$ cat config.mk
export PLATFORM = sky130hd
export DESIGN_NAME = cpu_multicycle
export DESIGN_NICKNAME = d
export VERILOG_FILES = /design/src/rtl/cpu_pkg.sv /design/src/rtl/cpu_alu.sv /design/src/rtl/cpu_multicycle.sv
export SDC_FILE = /design/constraint.sdc
export NUM_CORES = 2
export LEC_CHECK = 0
export ABC_CLOCK_PERIOD_IN_PS = 10100
export CAP_MARGIN = 20
export CORE_ASPECT_RATIO = 1.25
export CORE_MARGIN = 3
export CORE_UTILIZATION = 50
export CTS_BUF_LIST = sky130_fd_sc_hd__clkbuf_8
export DETAILED_ROUTE_END_ITERATION = 6
export PLACE_DENSITY = 0.65
export SLEW_MARGIN = 0
export SYNTH_ARGS = -nofsm -noshare
export SYNTH_HDL_FRONTEND = slang
export SYNTH_MEMORY_MAX_BITS = 65536
export SYNTH_SLANG_ARGS = --single-unit
$ cat constraint.sdc
create_clock -name clk -period 10.1 [get_ports clk]
set_clock_uncertainty 0.2 [all_clocks]
set_input_delay 2.02 -clock clk [delete_from_list [all_inputs] [get_ports clk]]
set_output_delay 2.02 -clock clk [all_outputs]
set_load 0.01 [all_outputs]
$ cat src/rtl/cpu_pkg.sv
// Shared types and constants for the multicycle test processor:
// FSM state enum, opcode values, instruction field positions.
package cpu_pkg;

    typedef enum logic [2:0] {
        FETCH,
        DECODE,
        EXECUTE,
        WRITEBACK,
        HALT
    } state_t;

    localparam logic [3:0] OP_NOP  = 4'h0;
    localparam logic [3:0] OP_LDI  = 4'h1;
    localparam logic [3:0] OP_ADD  = 4'h2;
    localparam logic [3:0] OP_SUB  = 4'h3;
    localparam logic [3:0] OP_AND  = 4'h4;
    localparam logic [3:0] OP_OR   = 4'h5;
    localparam logic [3:0] OP_ADDI = 4'h6;
    localparam logic [3:0] OP_JMP  = 4'h7;
    localparam logic [3:0] OP_BEQZ = 4'h8;
    localparam logic [3:0] OP_HALT = 4'hF;

    localparam int OP_HI  = 15;
    localparam int OP_LO  = 12;
    localparam int RD_HI  = 11;
    localparam int RD_LO  = 10;
    localparam int RS_HI  = 9;
    localparam int RS_LO  = 8;
    localparam int IMM_HI = 7;
    localparam int IMM_LO = 0;

    // Ops that end in a register write (go through WRITEBACK).
    function automatic logic is_alu(input logic [3:0] op);
        return (op == OP_LDI) || (op == OP_ADD) ||
               (op == OP_SUB) || (op == OP_AND) ||
               (op == OP_OR)  || (op == OP_ADDI);
    endfunction

endpackage

$ cat src/rtl/cpu_alu.sv
// Combinational ALU: ADD/ADDI, SUB, AND, OR, pass-b for LDI.
// Ports: op (opcode), a, b (operands), y (result, wraps mod 2**DATA_W).
module cpu_alu
    import cpu_pkg::*;
#(
    parameter int DATA_W = 32
) (
    input  logic [3:0]        op,
    input  logic [DATA_W-1:0] a,
    input  logic [DATA_W-1:0] b,
    output logic [DATA_W-1:0] y
);

    always_comb begin
        y = '0;
        case (op)
            OP_LDI:  y = b;
            OP_ADD:  y = a + b;
            OP_ADDI: y = a + b;
            OP_SUB:  y = a - b;
            OP_AND:  y = a & b;
            OP_OR:   y = a | b;
            default: y = '0;
        endcase
    end

endmodule

$ cat src/rtl/cpu_multicycle.sv
// Multicycle test processor: FETCH/DECODE/EXECUTE/WRITEBACK FSM,
// 4-entry register file, IMEM loaded through prog_* while rst=1.
// Ports: clk, rst (sync, active-high), prog_we/prog_addr/prog_data,
// result (last register write), pc_out, halted.
// Optional CPU_TRACE_EN macro adds retire_valid/retire_pc/retire_instr.
module cpu_multicycle
    import cpu_pkg::*;
#(
    parameter int DATA_W  = 32,
    parameter int PC_W    = 8,
    parameter int INSTR_W = 16
) (
    input  logic               clk,
    input  logic               rst,
    input  logic               prog_we,
    input  logic [PC_W-1:0]    prog_addr,
    input  logic [INSTR_W-1:0] prog_data,
    output logic [DATA_W-1:0]  result,
    output logic [PC_W-1:0]    pc_out,
    output logic               halted
`ifdef CPU_TRACE_EN
    ,
    output logic               retire_valid,
    output logic [PC_W-1:0]    retire_pc,
    output logic [INSTR_W-1:0] retire_instr
`endif
);

    localparam int DEPTH = 1 << PC_W;

    logic [INSTR_W-1:0] imem [DEPTH];

    state_t             state, state_n;
    logic [PC_W-1:0]    pc;
    logic [INSTR_W-1:0] instr;
    logic [DATA_W-1:0]  regs [4];
    logic [DATA_W-1:0]  op_a, op_b;
    logic [DATA_W-1:0]  alu_out, alu_y;
    logic [DATA_W-1:0]  imm_ext;
    logic [3:0]         op;
    logic [1:0]         rd, rs;
    logic [PC_W-1:0]    tgt;
    logic               writes, takes_imm, taken;

    assign op      = instr[OP_HI:OP_LO];
    assign rd      = instr[RD_HI:RD_LO];
    assign rs      = instr[RS_HI:RS_LO];
    assign imm_ext = DATA_W'(instr[IMM_HI:IMM_LO]);
    assign tgt     = instr[IMM_LO +: PC_W];

    assign writes    = is_alu(op);
    assign takes_imm = (op == OP_LDI) || (op == OP_ADDI);
    // op_a holds reg[rd] latched in DECODE, so BEQZ tests it here.
    assign taken     = (op == OP_JMP) ||
                       ((op == OP_BEQZ) && (op_a == '0));

    assign pc_out = pc;

    // IMEM is only writable while the core is held in reset.
    always_ff @(posedge clk) begin
        if (rst && prog_we)
            imem[prog_addr] <= prog_data;
    end

    cpu_alu #(.DATA_W(DATA_W)) u_alu (
        .op (op),
        .a  (op_a),
        .b  (op_b),
        .y  (alu_y)
    );

    always_comb begin
        state_n = state;
        unique case (state)
            FETCH:     state_n = DECODE;
            DECODE:    state_n = EXECUTE;
            EXECUTE: begin
                if (writes)
                    state_n = WRITEBACK;
                else if (op == OP_HALT)
                    state_n = HALT;
                else
                    state_n = FETCH;
            end
            WRITEBACK: state_n = FETCH;
            HALT:      state_n = HALT;
            default:   state_n = FETCH;
        endcase
    end

    always_ff @(posedge clk) begin
        if (rst) begin
            state   <= FETCH;
            pc      <= '0;
            instr   <= '0;
            op_a    <= '0;
            op_b    <= '0;
            alu_out <= '0;
            result  <= '0;
            halted  <= 1'b0;
            for (int i = 0; i < 4; i++)
                regs[i] <= '0;
        end else begin
            state  <= state_n;
            // Registered: rises the cycle after HALT is entered.
            halted <= (state == HALT);
            case (state)
                FETCH: begin
                    instr <= imem[pc];
                    pc    <= pc + 1'b1;
                end
                DECODE: begin
                    op_a <= regs[rd];
                    op_b <= takes_imm ? imm_ext : regs[rs];
                end
                EXECUTE: begin
                    alu_out <= alu_y;
                    if (taken)
                        pc <= tgt;
                end
                WRITEBACK: begin
                    regs[rd] <= alu_out;
                    result   <= alu_out;
                end
                default: ;
            endcase
        end
    end

`ifdef CPU_TRACE_EN
    logic [PC_W-1:0] fpc;

    always_ff @(posedge clk) begin
        if (rst)
            fpc <= '0;
        else if (state == FETCH)
            fpc <= pc;
    end

    assign retire_valid = (state == WRITEBACK) ||
                          ((state == EXECUTE) && !writes);
    assign retire_pc    = fpc;
    assign retire_instr = instr;
`endif

endmodule

==> impl_metrics.tcl <==
set metrics [dict create \
    cts_root_buf "clkbuf_8" \
    post_cts.repair.setup_buffers 0 \
    worst_reg2reg_endpoint "alu_out[25]" \
    rsz0062_at_grt "false" \
    largest_net_degree_at_the_start_of_global_routing 160 \
    period_needed_ns 5.49 \
    hold_path.startpoint "result[23]" \
    drive_gt1_share_pct 27.2 \
    final_min_period_over_clock_period_pct 54.4 \
    grt_pass1_vias 87100 \
    critPathCapture "pc_out[0]" \
    initial_utilization_pct 50.4 \
    r2r_start "instr[14]" \
    grt_first_pass_wirelength_microns 629000 \
    ir_worst_vdd_uv 116 \
    finish.net_count 8734 \
    syn_nets 8134 \
    cts_sinks 4380 \
    setup_viol 0 \
    synth.ff_latch_count 4380 \
    worstMarginPinSlew_ns 1.18 \
    detail_route.first_pass.iterations 5 \
    via_per_inst 6.24 \
    powerDensity_nw_per_um2 202 \
    floorplan.io_pins 68 \
    post_synth.cell_area_avg_sq_um 21.3 \
    setup_total_negative_slack_ns 0 \
    design.die.area_sq_um 350000 \
    cp.depth 2 \
    dp_hpwl_microns 259000 \
    grt_antenna_before_repair 16 \
    crit_family "buffers and inverters" \
    switchingPower_mw 9.77 \
    power.switching_fraction_pct 25.4 \
    status "finished clean" \
    layout.cells.non_filler 13600 \
    most-common-layout-cells "4224 x edfxtp_1, 1216 x mux4_2, 684 x clkbuf_8, 343 x buf_4, 321 x nor2_1" \
    timing.setup.critical_path_class "register to output port" \
    ctsHoldBuffers 0 \
    die_h_microns 661 \
    critPathBufInv 2 \
    cp_data_required_time_ns 7.88 \
    dpl.cell_count 12500 \
    drt-total-wl_microns 436000 \
    synthArstFlopShare_pct 0 \
    cts_buffers 654 \
    number_of_endpoints_with_negative_hold_slack_in_the_final_report 0 \
    share_seq_of_total_power_pct 52.4 \
    clock_tree_from_tritoncts "done" \
    chipWidth_microns 530 \
    worst_skew_pair.late_latency_ns 1.08 \
    coreArea_sq_um 340000 \
    clock_tree.buffer_depth 4 \
    worst-endpoint-arrival_ns 3.27 \
    std_cell_rows 239 \
    static-leakage-power_nw 58.9 \
    maxSlewHeadroom_pct 21.6 \
    hold_path_class "register to register" \
    synth_enable_flop_cells 4224 \
    buffer_ports.inserted 67 \
    route.antenna.remaining_nets 0 \
    gr-total-overflow 0 \
    synth_sequential_area_ratio_pct 75.7 \
    combPwrFrac_pct 13.5 \
    max_cap_viol 0 \
    postSynthCellCount 8071 \
    crit_path_cell_trace "buf_12, clkdlybuf4s50_1" \
    detail_route.wl_per_cell_microns 32.0 \
    clk_transition_reported_paths_ns 0.06 \
    ys_warn_count 0 \
    timing.reg2reg.setup_slack_ns 5.08 \
    cts_htree_levels 6 \
    critical_path_peak_fanout 81 \
    ff2ff_path_depth 15 \
    critPathSlowestCell "dfxtp_4" \
    postSynth.topFlopCell "edfxtp_1" \
    final_max_slew_viol_count 0 \
    fmaxAchievable_mhz 182 \
    drt_iter0_drc 10100 \
    worst_setup_ep_type "output port" \
    route.vias.total 85000 \
    startpoint "pc_out[0]" \
    synthToLayoutAreaGrowth_pct 11.2 \
    finalHoldWorstSlack_ns 0.251 \
    post_synth_instance_area_sq_um 172000 \
    slowest_delay_ns 0.94 \
    post_route_drc 0 \
    grt_usage_pct 25.0 \
    share_clk_of_total_power_pct 34.1 \
    yosysUniqueCellTypes 72 \
    p_int_mw 28.7 \
    post_cts.resized_instances 0 \
    layout.cells.most_common "edfxtp_1" \
    startpoint_type "register" \
    place_congestion 0.901 \
]
## stage by stage
step / power [mW] / instance area [sq um] / util, % / setup WS, ns
6_report: 38.5 / 191000 / 56.1 / 4.61
5_1_grt: 39.9 / 191000 / 56.1 / 4.36
4_1_cts: 38.8 / 191000 / 56.1 / 4.32
3_5_place_dp: 25.8 / 179000 / 52.7 / 3.60
3_3_place_gp: 25.7 / 179000 / 52.7 / 3.72
2_1_floorplan: 23.9 / 172000 / - / 5.41
## registers in the layout (all words and copies together) (netlist names)
name	flops
imem	4096
regs	128
alu_out	32
op_a	32
op_b	32
result	32
instr	16
pc_out	8
state	3
halted	1
## power by group through the flow
stage          clock network (mW)  logic (mW)  registers, mW
2_1_floorplan                   0        3.51           20.4
3_3_place_gp                    0        5.20           20.5
3_5_place_dp                    0        5.26           20.5
4_1_cts                      13.4        5.27           20.2
5_1_grt                      14.2        5.50           20.2
6_report                     13.1        5.21           20.2
## cell usage after synthesis, types with 6 or more instances
cell type	count	area (sq um)
xnor2_1	33	289
and3_1	16	100
mux2_2	16	180
nand4_1	35	219
xor2_1	16	140
mux2i_1	236	2360
or2_2	8	50.1
o21bai_1	7	52.6
nand2b_1	13	81.3
or3_1	24	150
a21oi_1	172	861
buf_1	63	236
nand3_1	66	330
inv_1	17	63.8
and2_1	135	845
o2111ai_1	6	52.6
a221oi_1	9	78.8
o211ai_1	56	420
nor2_1	358	1340
o21ai_0	109	546
edfxtp_1	4224	127000
buf_2	123	616
o31ai_1	22	165
o22ai_1	91	569
clkbuf_1	295	1110
nor4_1	13	81.3
ha_1	35	438
nor2b_1	15	93.8
nand2_1	226	848
a211oi_1	44	330
mux4_2	1216	27400
buf_4	14	105
a31oi_1	8	50.1
o211a_1	6	60.1
nor3_1	29	145
a21o_1	47	353
dfxtp_1	156	3120
o2bb2a_1	15	150
a22oi_1	39	293
## worst min path at each step
stage | slack, ns | endpoint | depth (start not counted)
after floorplan | 0.25 | op_a[0] | 2
after global placement | 0.24 | result[23] | 1
after detailed placement | 0.24 | result[23] | 1
after CTS | 0.26 | result[23] | 1
after global routing | 0.26 | result[23] | 1
final | 0.25 | result[23] | 1
## kinds of logic (layout without fill, tap and decap cells)
kind of cell             after synthesis  in the layout  synth area share [%]
AND/OR/NAND/NOR                      960            960                  2.61
AO/OA/AOI/OAI                        663            663                  2.48
buffers and inverters                514           1603                  1.25
flip-flops                          4380           4380                  75.7
multiplexers                        1468           1468                  17.4
other                                  0              9                     0
adder cells (fa/ha/maj)               36             36                 0.267
XOR/XNOR                              50             50                 0.259
## final cells by class
| type | instances | area [sq um] |
|---|---|---|
| fill | 25200 | 149000 |
| sequential | 4380 | 130000 |
| multi-input combinational | 3177 | 39700 |
| clock buffer | 684 | 9410 |
| tap | 4458 | 5580 |
| timing repair buffer | 440 | 3880 |
| clock inverter | 461 | 2280 |
| inverter | 18 | 67.6 |
| antenna | 9 | 22.5 |
## layer usage
metal  GRT usage, %  vias up  share of wire [%]
met5              0        -             0.0030
met2           41.4     3813                 50
li1               -    35100                  -
met3           4.33      746                7.8
met1           33.6    45300                 38
met4           8.88        2                3.8
Power figures use the tool's default switching activity.
